===== src/rtl/mem_stage_sram_ctrl_if.sv =====
`default_nettype none
// mem_stage_sram_ctrl_if: EXE/MEM inputs, external SRAM pins and MEM/WB outputs of the memory stage. Rev 1.0
interface mem_stage_sram_ctrl_if #(
  parameter int SRAM_AW = 18
);
  logic               WB_en_in;
  logic               MEM_R_EN_in;
  logic               MEM_W_EN_in;
  logic [31:0]        ALU_result_in;
  logic [31:0]        ST_val_in;
  logic [3:0]         Dest_in;
  logic               freeze;
  logic [SRAM_AW-1:0] sram_addr;
  logic [15:0]        sram_dq_out;
  logic               sram_dq_oe;
  logic [15:0]        sram_dq_in;
  logic               sram_we_n;
  logic               WB_en;
  logic               MEM_R_EN;
  logic [31:0]        ALU_result;
  logic [31:0]        MEM_result;
  logic [3:0]         Dest;

  modport master (
    output WB_en_in, MEM_R_EN_in, MEM_W_EN_in, ALU_result_in, ST_val_in, Dest_in, sram_dq_in,
    input  freeze, sram_addr, sram_dq_out, sram_dq_oe, sram_we_n,
    input  WB_en, MEM_R_EN, ALU_result, MEM_result, Dest
  );

  modport slave (
    input  WB_en_in, MEM_R_EN_in, MEM_W_EN_in, ALU_result_in, ST_val_in, Dest_in, sram_dq_in,
    output freeze, sram_addr, sram_dq_out, sram_dq_oe, sram_we_n,
    output WB_en, MEM_R_EN, ALU_result, MEM_result, Dest
  );
endinterface
`default_nettype wire


===== src/rtl/mem_stage_sram_ctrl.sv =====
`default_nettype none
// mem_stage_sram_ctrl: MEM stage doing 32-bit loads/stores as two 16-bit SRAM accesses, stalling via freeze. Rev 1.0
// Define MEM_STALL_CNT_EN to add the saturating freeze-cycle counter output mem_stall_cnt.
module mem_stage_sram_ctrl #(
  parameter int BASE_ADDR   = 1024,
  parameter int SRAM_AW     = 18,
  parameter int WAIT_CYCLES = 2
) (
  input  logic                 clk,
  input  logic                 rst_n,
`ifdef MEM_STALL_CNT_EN
  output logic [31:0]          mem_stall_cnt,
`endif
  mem_stage_sram_ctrl_if.slave bus
);

  typedef enum logic [1:0] {
    IDLE = 2'd0,
    LO   = 2'd1,
    HI   = 2'd2,
    DONE = 2'd3
  } state_e;

  localparam logic [31:0] BASE_VEC = 32'(BASE_ADDR);
  localparam logic [3:0]  LAST_CNT = 4'(WAIT_CYCLES - 1);

  state_e             state_q, state_d;
  logic [3:0]         cnt_q, cnt_d;
  logic [SRAM_AW-2:0] wa_q, wa_d;
  logic               wr_q, wr_d;
  logic [15:0]        lo_q, lo_d, hi_q, hi_d;
  logic [SRAM_AW-1:0] addr_q, addr_d;
  logic [15:0]        dq_q, dq_d;
  logic               wb_en_q, wb_en_d;
  logic               mem_r_en_q, mem_r_en_d;
  logic [31:0]        alu_q, alu_d;
  logic [31:0]        mem_res_q, mem_res_d;
  logic [3:0]         dest_q, dest_d;

  logic               req;
  logic               hi_phase;
  logic               last_c;
  logic               freeze_c;
  logic               freeze_o;
  logic               we_n_c;
  logic               oe_c;
  logic               capture_wb;
  logic [SRAM_AW-2:0] wa_calc;

  assign req      = bus.MEM_R_EN_in | bus.MEM_W_EN_in;
  assign hi_phase = (state_q == HI);
  assign last_c   = (cnt_q == LAST_CNT);
  // Word offset computed directly in SRAM width, so it wraps modulo the SRAM size.
  assign wa_calc  = bus.ALU_result_in[SRAM_AW:2] - BASE_VEC[SRAM_AW:2];

  always_comb begin
    state_d    = state_q;
    cnt_d      = cnt_q;
    wa_d       = wa_q;
    wr_d       = wr_q;
    lo_d       = lo_q;
    hi_d       = hi_q;
    addr_d     = addr_q;
    dq_d       = dq_q;
    wb_en_d    = wb_en_q;
    mem_r_en_d = mem_r_en_q;
    alu_d      = alu_q;
    mem_res_d  = mem_res_q;
    dest_d     = dest_q;
    freeze_c   = 1'b0;
    we_n_c     = 1'b1;
    oe_c       = 1'b0;
    capture_wb = 1'b0;

    case (state_q)
      IDLE: begin
        if (req) begin
          freeze_c = 1'b1;
          wa_d     = wa_calc;
          wr_d     = bus.MEM_W_EN_in;
          cnt_d    = 4'd0;
          state_d  = LO;
        end else begin
          capture_wb = 1'b1;
        end
      end
      LO, HI: begin
        freeze_c = 1'b1;
        addr_d   = {wa_q, hi_phase};
        if (wr_q) begin
          dq_d = hi_phase ? bus.ST_val_in[31:16] : bus.ST_val_in[15:0];
        end
        oe_c   = wr_q;
        // Strobe released on the final wait cycle so address/data stay valid past the rising edge.
        we_n_c = ~wr_q | last_c;
        if (last_c) begin
          cnt_d   = 4'd0;
          state_d = hi_phase ? DONE : HI;
          if (!wr_q) begin
            if (hi_phase) begin
              hi_d = bus.sram_dq_in;
            end else begin
              lo_d = bus.sram_dq_in;
            end
          end
        end else begin
          cnt_d = cnt_q + 4'd1;
        end
      end
      DONE: begin
        capture_wb = 1'b1;
        if (!wr_q) begin
          mem_res_d = {hi_q, lo_q};
        end
        state_d = IDLE;
      end
      default: state_d = IDLE;
    endcase

    if (capture_wb) begin
      wb_en_d    = bus.WB_en_in;
      mem_r_en_d = bus.MEM_R_EN_in;
      alu_d      = bus.ALU_result_in;
      dest_d     = bus.Dest_in;
    end
  end

  always_ff @(posedge clk) begin
    if (!rst_n) begin
      state_q    <= IDLE;
      cnt_q      <= 4'd0;
      wa_q       <= '0;
      wr_q       <= 1'b0;
      lo_q       <= 16'd0;
      hi_q       <= 16'd0;
      addr_q     <= '0;
      dq_q       <= 16'd0;
      wb_en_q    <= 1'b0;
      mem_r_en_q <= 1'b0;
      alu_q      <= 32'd0;
      mem_res_q  <= 32'd0;
      dest_q     <= 4'd0;
    end else begin
      state_q    <= state_d;
      cnt_q      <= cnt_d;
      wa_q       <= wa_d;
      wr_q       <= wr_d;
      lo_q       <= lo_d;
      hi_q       <= hi_d;
      addr_q     <= addr_d;
      dq_q       <= dq_d;
      wb_en_q    <= wb_en_d;
      mem_r_en_q <= mem_r_en_d;
      alu_q      <= alu_d;
      mem_res_q  <= mem_res_d;
      dest_q     <= dest_d;
    end
  end

  assign freeze_o        = rst_n & freeze_c;
  assign bus.freeze      = freeze_o;
  assign bus.sram_addr   = addr_d;
  assign bus.sram_dq_out = dq_d;
  assign bus.sram_dq_oe  = oe_c;
  assign bus.sram_we_n   = we_n_c;
  assign bus.WB_en       = wb_en_q;
  assign bus.MEM_R_EN    = mem_r_en_q;
  assign bus.ALU_result  = alu_q;
  assign bus.MEM_result  = mem_res_q;
  assign bus.Dest        = dest_q;

`ifdef MEM_STALL_CNT_EN
  logic [31:0] stall_cnt_q;

  always_ff @(posedge clk) begin
    if (!rst_n) begin
      stall_cnt_q <= 32'd0;
    end else if (freeze_o && (stall_cnt_q != 32'hFFFF_FFFF)) begin
      stall_cnt_q <= stall_cnt_q + 32'd1;
    end
  end

  assign mem_stall_cnt = stall_cnt_q;
`endif

endmodule
`default_nettype wire


===== src/flat_wrapper.sv =====
// flat-port wrapper written by rule: the top's interface ports become plain ports
module mem_stage_sram_ctrl_flat 
#(
  parameter int BASE_ADDR   = 1024,
  parameter int SRAM_AW     = 18,
  parameter int WAIT_CYCLES = 2
)
  (clk, rst_n, bus_WB_en_in, bus_MEM_R_EN_in, bus_MEM_W_EN_in, bus_ALU_result_in, bus_ST_val_in, bus_Dest_in, bus_sram_dq_in, bus_freeze, bus_sram_addr, bus_sram_dq_out, bus_sram_dq_oe, bus_sram_we_n, bus_WB_en, bus_MEM_R_EN, bus_ALU_result, bus_MEM_result, bus_Dest);
  mem_stage_sram_ctrl_if #(.SRAM_AW(SRAM_AW)) bus_i ();
  input  logic clk;
  input  logic rst_n;
  input wire logic [$bits(bus_i.WB_en_in)-1:0] bus_WB_en_in;
  input wire logic [$bits(bus_i.MEM_R_EN_in)-1:0] bus_MEM_R_EN_in;
  input wire logic [$bits(bus_i.MEM_W_EN_in)-1:0] bus_MEM_W_EN_in;
  input wire logic [$bits(bus_i.ALU_result_in)-1:0] bus_ALU_result_in;
  input wire logic [$bits(bus_i.ST_val_in)-1:0] bus_ST_val_in;
  input wire logic [$bits(bus_i.Dest_in)-1:0] bus_Dest_in;
  input wire logic [$bits(bus_i.sram_dq_in)-1:0] bus_sram_dq_in;
  output wire logic [$bits(bus_i.freeze)-1:0] bus_freeze;
  output wire logic [$bits(bus_i.sram_addr)-1:0] bus_sram_addr;
  output wire logic [$bits(bus_i.sram_dq_out)-1:0] bus_sram_dq_out;
  output wire logic [$bits(bus_i.sram_dq_oe)-1:0] bus_sram_dq_oe;
  output wire logic [$bits(bus_i.sram_we_n)-1:0] bus_sram_we_n;
  output wire logic [$bits(bus_i.WB_en)-1:0] bus_WB_en;
  output wire logic [$bits(bus_i.MEM_R_EN)-1:0] bus_MEM_R_EN;
  output wire logic [$bits(bus_i.ALU_result)-1:0] bus_ALU_result;
  output wire logic [$bits(bus_i.MEM_result)-1:0] bus_MEM_result;
  output wire logic [$bits(bus_i.Dest)-1:0] bus_Dest;
  assign bus_i.WB_en_in = bus_WB_en_in;
  assign bus_i.MEM_R_EN_in = bus_MEM_R_EN_in;
  assign bus_i.MEM_W_EN_in = bus_MEM_W_EN_in;
  assign bus_i.ALU_result_in = bus_ALU_result_in;
  assign bus_i.ST_val_in = bus_ST_val_in;
  assign bus_i.Dest_in = bus_Dest_in;
  assign bus_i.sram_dq_in = bus_sram_dq_in;
  assign bus_freeze = bus_i.freeze;
  assign bus_sram_addr = bus_i.sram_addr;
  assign bus_sram_dq_out = bus_i.sram_dq_out;
  assign bus_sram_dq_oe = bus_i.sram_dq_oe;
  assign bus_sram_we_n = bus_i.sram_we_n;
  assign bus_WB_en = bus_i.WB_en;
  assign bus_MEM_R_EN = bus_i.MEM_R_EN;
  assign bus_ALU_result = bus_i.ALU_result;
  assign bus_MEM_result = bus_i.MEM_result;
  assign bus_Dest = bus_i.Dest;
  mem_stage_sram_ctrl #(.BASE_ADDR(BASE_ADDR), .SRAM_AW(SRAM_AW), .WAIT_CYCLES(WAIT_CYCLES)) u_core (.clk(clk), .rst_n(rst_n), .bus(bus_i));
endmodule

===== config.mk =====
export PLATFORM = sky130hd
export DESIGN_NAME = mem_stage_sram_ctrl_flat
export DESIGN_NICKNAME = d
export VERILOG_FILES = /design/src/rtl/mem_stage_sram_ctrl_if.sv /design/src/rtl/mem_stage_sram_ctrl.sv /design/src/flat_wrapper.sv
export SDC_FILE = /design/constraint.sdc
export NUM_CORES = 1
export LEC_CHECK = 0
export CAP_MARGIN = 20
export CELL_PAD_IN_SITES_DETAIL_PLACEMENT = 1
export CELL_PAD_IN_SITES_GLOBAL_PLACEMENT = 1
export CORE_MARGIN = 2
export CORE_UTILIZATION = 37
export CTS_CLUSTER_DIAMETER = 120
export CTS_CLUSTER_SIZE = 16
export DETAILED_ROUTE_END_ITERATION = 10
export PLACE_DENSITY_LB_ADDON = 0.05
export SETUP_SLACK_MARGIN = 0.05
export SYNTH_ARGS = -nofsm -noshare
export SYNTH_HDL_FRONTEND = slang
export SYNTH_SLANG_ARGS = --single-unit

===== constraint.sdc =====
create_clock -name clk -period 5.6 [get_ports clk]
set_clock_uncertainty 0.05 [all_clocks]
set_input_delay 1.12 -clock clk [delete_from_list [all_inputs] [get_ports clk]]
set_output_delay 1.12 -clock clk [all_outputs]
set_load 0.05 [all_outputs]

==> results.tsv, run 1 <==
metric	value	unit
register_area	0.003203	mm^2
tightest_slew	1.063	ns
rsz0062_at_grt	no	
critPathMaxFanout	27	
grt_pass1_wl	27870	um
rr_worst_depth	5	
maxCapViolations	0	
final.setup.tns	0	ns
io_buffers	195	
worstSetupPathType	in2out	
synth-seq-cells	160	
synth_top_cell_by_area	dfxtp_1	
die_x	135.9	um
powerDensity	481.0	mW/mm^2
synth_area_leaders	dfxtp_1 (50%), mux2i_1 (14%), nand2_1 (12%)	
ant_nets	0	
status	completed	
nNetsFinal	977	
initial_utilization	37.47	%
synth_fp_nets	808	
synth_top_area_share	49.77	%
routed_wl	17230	um
grt-ovfl-total	0	
crit_required	4.43	ns
layout_min_cycle_time	4.316	ns
ys_types	39	
hold_path.class	reg2reg	
cp-start-kind	primary input	
multi_input_area	0.002959	mm^2
gp_congestion	0.7259	
r2r_setup_slack	2.80	ns
cts_tree	built	
cts.path.max_buffers	2	
die_h	135.9	um
placed_area	0.008479	mm^2
ctsResizeCount	0	
first_pass_iters	4	
setup-violations-final	0	
final_hold_viol_count	0	
drc	0	
antenna_found_initial	0	
drive_gt1_share	7.606	%
drtIter0Drc	149	
clkLatencyLatePin	0.43	ns
hold_slack	0.3990	ns
diodes	0	
h-tree-depth	4	
cts_sinks	160	
postSynthCellCount	712	
synth_common_cells	nand2_1 (207), dfxtp_1 (160), mux2i_1 (87), a21oi_1 (61), clkbuf_1 (40)	
ys_seq_area_share	49.77	%
rows	48	
synth.most_common_cell	nand2_1	
design_area	0.009148	mm^2
nFillCells	1947	
grtUsageTotal	19.09	%
fin_crit_sh	77.07	%
wl_per_cell	15.40	um
slew_violations	0	
ios	196	
ys_dominant_reg_cell	dfxtp_1	
whs_path_depth	2	
fmax	0.2317	GHz
slew_headroom	29.13	%
grt_max_degree	83	
synth_area	0.006436	mm^2
synth_edf_count	0	
dpl.hpwl	11910	um
cts_setup_buffers	0	
synthArstFlopShare	0	%
syn_to_final_growth	42.13	%
dieArea	0.01847	mm^2
p_leak	3.515	nW
cts_buffers	17	
hold_end	u_core.bus.MEM_result[13]$_SDFFE_PN0P_	
cts.hold.buffers_added	0	
clk_pin_slew	0.07	ns
grt_pass1_vias	5739	
viasPerCell	4.907	
r2r-start	u_core.state_q[0]$_SDFFE_PN0P_	
clock-root-buffer	clkbuf_16	
critPathArrivalTime	3.15	ns
peakVddDrop	299.9	uV
total_power	4.400	mW
yosysWarnings	0	
core_area	0.01718	mm^2
min_from	u_core.lo_q[13]$_SDFFE_PN0P_	
r2r_end	u_core.lo_q[0]$_SDFFE_PN0P_	
syn_avg_cell_area	9.040	um^2
endpoint_kind	output pin	
vias	5491	
placed cells by master (no fill, tap or decap), types with 2 or more instances in the layout:
cell,count
a21oi_1,60
mux2_2,18
ha_1,7
nand3_1,2
o31ai_1,6
bufinv_16,5
o21ai_0,9
mux2i_1,87
nand4_1,2
a211oi_1,19
or3b_2,2
nand2b_1,2
o211ai_1,5
clkdlybuf4s50_1,194
inv_1,6
inv_8,2
or4_1,2
and2_1,19
nor3b_1,2
clkinv_4,2
nand2_1,207
dfxtp_1,160
or3_1,4
buf_4,9
a31oi_1,5
inv_6,6
nor2_1,20
clkbuf_16,17
logic make-up (layout without fill, tap and decap cells):
kind of cell / count (synthesis) / count (layout) / share of synthesized area, %
AND/OR/NAND/NOR: 270 / 270 / 17.69
flip-flops: 160 / 160 / 49.77
AO/OA/AOI/OAI: 108 / 108 / 9.759
adder cells (fa/ha/maj): 7 / 7 / 1.361
buffers and inverters: 60 / 242 / 4.471
multiplexers: 105 / 105 / 16.68
XOR/XNOR: 2 / 2 / 0.2722
state kept, by name, indices dropped and copies added (netlist names), 4 cells and up:
name / flops
u_core.bus.MEM_result: 32
u_core.bus.Dest: 4
u_core.wa_q: 17
u_core.dq_q: 16
u_core.addr_q: 18
u_core.bus.ALU_result: 32
u_core.cnt_q: 4
u_core.lo_q: 16
u_core.hi_q: 16
worst max-delay path, cell delays in order:
cell and delay (ns):
clkdlybuf4s50_1 0.55, o21a_1 0.15, buf_4 0.26, nor2_1 0.07, nor3_1 0.15, clkdlybuf4s50_1 0.83
stage by stage:
step,util (%),cells,worst slack (ns)
floorplan,-,712,1.602
global placement,49.37,1087,1.283
detailed placement,49.37,1087,1.303
CTS,53.26,1119,1.281
global route,53.26,1119,1.109
finish,53.26,1119,1.284
how the worst max path moves through the flow:
stage                          from         end  slack [ns]  depth (start not counted)
finish              bus_MEM_W_EN_in  bus_freeze        1.28                          6
CTS                 bus_MEM_W_EN_in  bus_freeze        1.28                          6
floorplan           bus_MEM_W_EN_in  bus_freeze        1.60                          5
detailed placement  bus_MEM_W_EN_in  bus_freeze        1.30                          6
global route        bus_MEM_R_EN_in  bus_freeze        1.11                          6
global placement    bus_MEM_W_EN_in  bus_freeze        1.28                          6
per-layer routing:
| metal | up-vias | GRT usage (%) | share of wire, % |
|---|---|---|---|
| met5 | - | 0 | 0 |
| met1 | 2618 | 23.12 | 45 |
| met4 | 0 | 5.440 | 1.1 |
| met2 | 126 | 33.36 | 49 |
| met3 | 16 | 5.034 | 5.0 |
| li1 | 2731 | - | - |
power by group:
part / switching (mW) / total, mW / internal [mW]
clock: 0.498 / 1.31 / 0.807
sequential: 0.0785 / 1.38 / 1.30
combinational: 1.10 / 1.71 / 0.616
total: 1.67 / 4.40 / 2.73
final cells by class:
cell class,count,share of cell area (%)
Sequential cell,160,35.02
Tap cell,225,3.078
Clock buffer,17,4.651
Multi-Input combinational cell,492,32.35
Timing Repair Buffer,203,21.97
Clock inverter,15,2.654
Inverter,7,0.2872
Power figures use the tool's default switching activity.
==> run 2, diff against run 1 <==
--- a/config.mk
+++ b/config.mk
@@ -9,7 +9,7 @@
 export CELL_PAD_IN_SITES_DETAIL_PLACEMENT = 1
 export CELL_PAD_IN_SITES_GLOBAL_PLACEMENT = 1
 export CORE_MARGIN = 2
-export CORE_UTILIZATION = 37
+export CORE_UTILIZATION = 31
 export CTS_CLUSTER_DIAMETER = 120
 export CTS_CLUSTER_SIZE = 16
 export DETAILED_ROUTE_END_ITERATION = 10
==> constraint.sdc (replaced) <==
create_clock -name clk -period 3.6 [get_ports clk]
set_clock_uncertainty 0.05 [all_clocks]
set_input_delay 0.72 -clock clk [delete_from_list [all_inputs] [get_ports clk]]
set_output_delay 0.72 -clock clk [all_outputs]
set_load 0.05 [all_outputs]
==> run 2 against run 1 <==
Sequential share of layout area shrank 0.91 points. Non-clock buffer count grew 1. Cell count grew 4.1%.
==> results.tsv, run 2 (synthesis gave the netlist of run 1 again) <==
metric	value	unit	change
cts_sinks	160		unchanged
initial_utilization	31.71	%	-5.8 points
crit_chain	inv_1, ha_1, and2_1, buf_4, nor2_1, a21oi_1, buf_12		
startpoint	u_core.state_q[1]$_SDFFE_PN0P_		
dieArea	0.02193	mm^2	+19%
vias	5448		-0.78%
cp.depth	7		+1
grt_max_degree	156		+88%
fin_crit_sh	86.23	%	
cts_setup_buffers	0		unchanged
antenna_found_initial	0		unchanged
rsz0062_at_grt	no		
ios	196		unchanged
h-tree-depth	4		unchanged
drive_gt1_share	11.84	%	+4.2 points
die_h	148.1	um	+9.0%
cts.hold.buffers_added	0		unchanged
gp_congestion	0.7291		+0.44%
ant_nets	0		unchanged
die_x	148.1	um	+9.0%
fmax	0.3222	GHz	
grt_pass1_wl	28610	um	+2.6%
final_cell_mix	nand2_1 (207), dfxtp_1 (160), clkdlybuf4s50_1 (157), mux2i_1 (87), a21oi_1 (60)		
total_power	7.093	mW	+61%
highest_layer	met4		
clock-root-buffer	clkbuf_16		
setup-violations-final	0		unchanged
routed_wl	17760	um	+3.0%
r2r-start	u_core.state_q[1]$_SDFFE_PN0P_		
slew_violations	0		unchanged
cpMaxStageDelayCell	buf_4		
cts.path.max_buffers	2		unchanged
syn_to_final_growth	45.90	%	
r2r_setup_slack	1.11	ns	-1.69 ns
slew_headroom	28.45	%	-0.68 points
min_from	u_core.hi_q[7]$_SDFFE_PN0P_		
critPathArrivalTime	2.33	ns	-0.82 ns
drtIter0Drc	164		+10%
crit_end	bus_sram_dq_out[1]		
clk_pin_slew	0.07	ns	about the same
layout_min_cycle_time	3.104	ns	
maxCapViolations	0		unchanged
dpl.hpwl	12000	um	+0.69%
critPathTopFamily	buffers and inverters		
nNetsFinal	978		+0.10%
ctsResizeCount	0		unchanged
io_buffers	195		unchanged
drc	0		unchanged
p_leak	3.654	nW	+3.9%
dp.cells	1132		+4.1%
met2_length	8944	um	+6.4%
worstSetupPathType	reg2out		
crit_required	2.83	ns	-1.60 ns
grt_pass1_vias	5697		-0.73%
cp-start-kind	flop		
peakVddDrop	348.5	uV	+16%
final_common_cell	nand2_1		
wl_met3	841	um	-1.5%
diodes	0		unchanged
final_cells	1165		+4.1%
grt-ovfl-total	0		unchanged
rr_worst_depth	6		+1
powerDensity	755.3	mW/mm^2	+57%
final.setup.tns	0	ns	unchanged
core_area	0.02030	mm^2	+18%
whs_path_depth	2		unchanged
critPathMaxFanout	49		+81%
endpoint_kind	output pin		
final_hold_viol_count	0		unchanged
first_pass_iters	4		unchanged
r2r_end	u_core.lo_q[5]$_SDFFE_PN0P_		
crit_buf_inv	3		unchanged
clkLatencyLatePin	0.43	ns	about the same
cts_buffers	17		unchanged
rows	52		+8.3%
grtUsageTotal	16.33	%	-2.8 points
max_stage_delay	0.41	ns	-0.42 ns
wl_per_cell	15.24	um	-1.0%
tightest_slew	1.073	ns	+0.01016 ns
status	completed		
viasPerCell	4.676		-4.7%
wl_met1	7733	um	-0.66%
cts_tree	built		
hold_path.class	reg2reg		
-- run 2: changes by cell type in the layout (fill, tap and decap cells not counted), moves of 2 or more --
cell,change
inv_6,-2
buf_4,+17
buf_12,+20
clkdlybuf4s50_1,-37
-- run 2: how the worst min path moves through the flow --
| stage | to | slack (ns) |
|---|---|---|
| global placement | u_core.wa_q[5]$_SDFFE_PN0P_ | 0.39 |
| floorplan | u_core.bus.MEM_result[0]$_SDFFE_PN0P_ | 0.38 |
| CTS | u_core.bus.MEM_result[23]$_SDFFE_PN0P_ | 0.41 |
| detailed placement | u_core.wa_q[2]$_SDFFE_PN0P_ | 0.40 |
| finish | u_core.bus.MEM_result[23]$_SDFFE_PN0P_ | 0.40 |
| global route | u_core.bus.MEM_result[23]$_SDFFE_PN0P_ | 0.42 |
-- run 2: metal layers --
metal,GRT usage (%),vias to the layer above
met4,5.143,0
met2,29.10,111
met1,19.29,2594
met5,0,-
li1,-,2723
met3,4.080,20
-- run 2: cell type report --
| class | instances | area [um^2] |
|---|---|---|
| Sequential cell | 160 | 3203 |
| Timing Repair Buffer | 204 | 2195 |
| Multi-Input combinational cell | 492 | 2959 |
| Tap cell | 270 | 337.8 |
| Clock buffer | 17 | 425.4 |
| Inverter | 7 | 26.28 |
| Clock inverter | 15 | 244.0 |
| Fill cell | 2276 | 10910 |
-- run 2: stage by stage --
stage	hold WS, ns	setup WS, ns	cell area, um^2	utilization, %
5_1_grt	0.4210	0.3037	9390	46.26
3_3_place_gp	0.3919	0.8313	8693	42.83
2_1_floorplan	0.3821	0.3810	6436	-
6_report	0.4046	0.4959	9390	46.26
4_1_cts	0.4105	0.2691	9363	46.12
3_5_place_dp	0.3990	0.7501	8693	42.83
-- run 2: worst register-to-register path, stage by stage (launching register included) --
cell,delay (ns)
dfxtp_1,0.39
inv_1,0.09
ha_1,0.30
buf_4,0.38
nand2b_1,0.14
or3_1,0.74
mux2i_1,0.25
-- run 2: where the power goes --
| part | internal [mW] | switching [mW] |
|---|---|---|
| Sequential | 2.03 | 0.121 |
| Combinational | 1.13 | 1.76 |
| Clock | 1.26 | 0.798 |
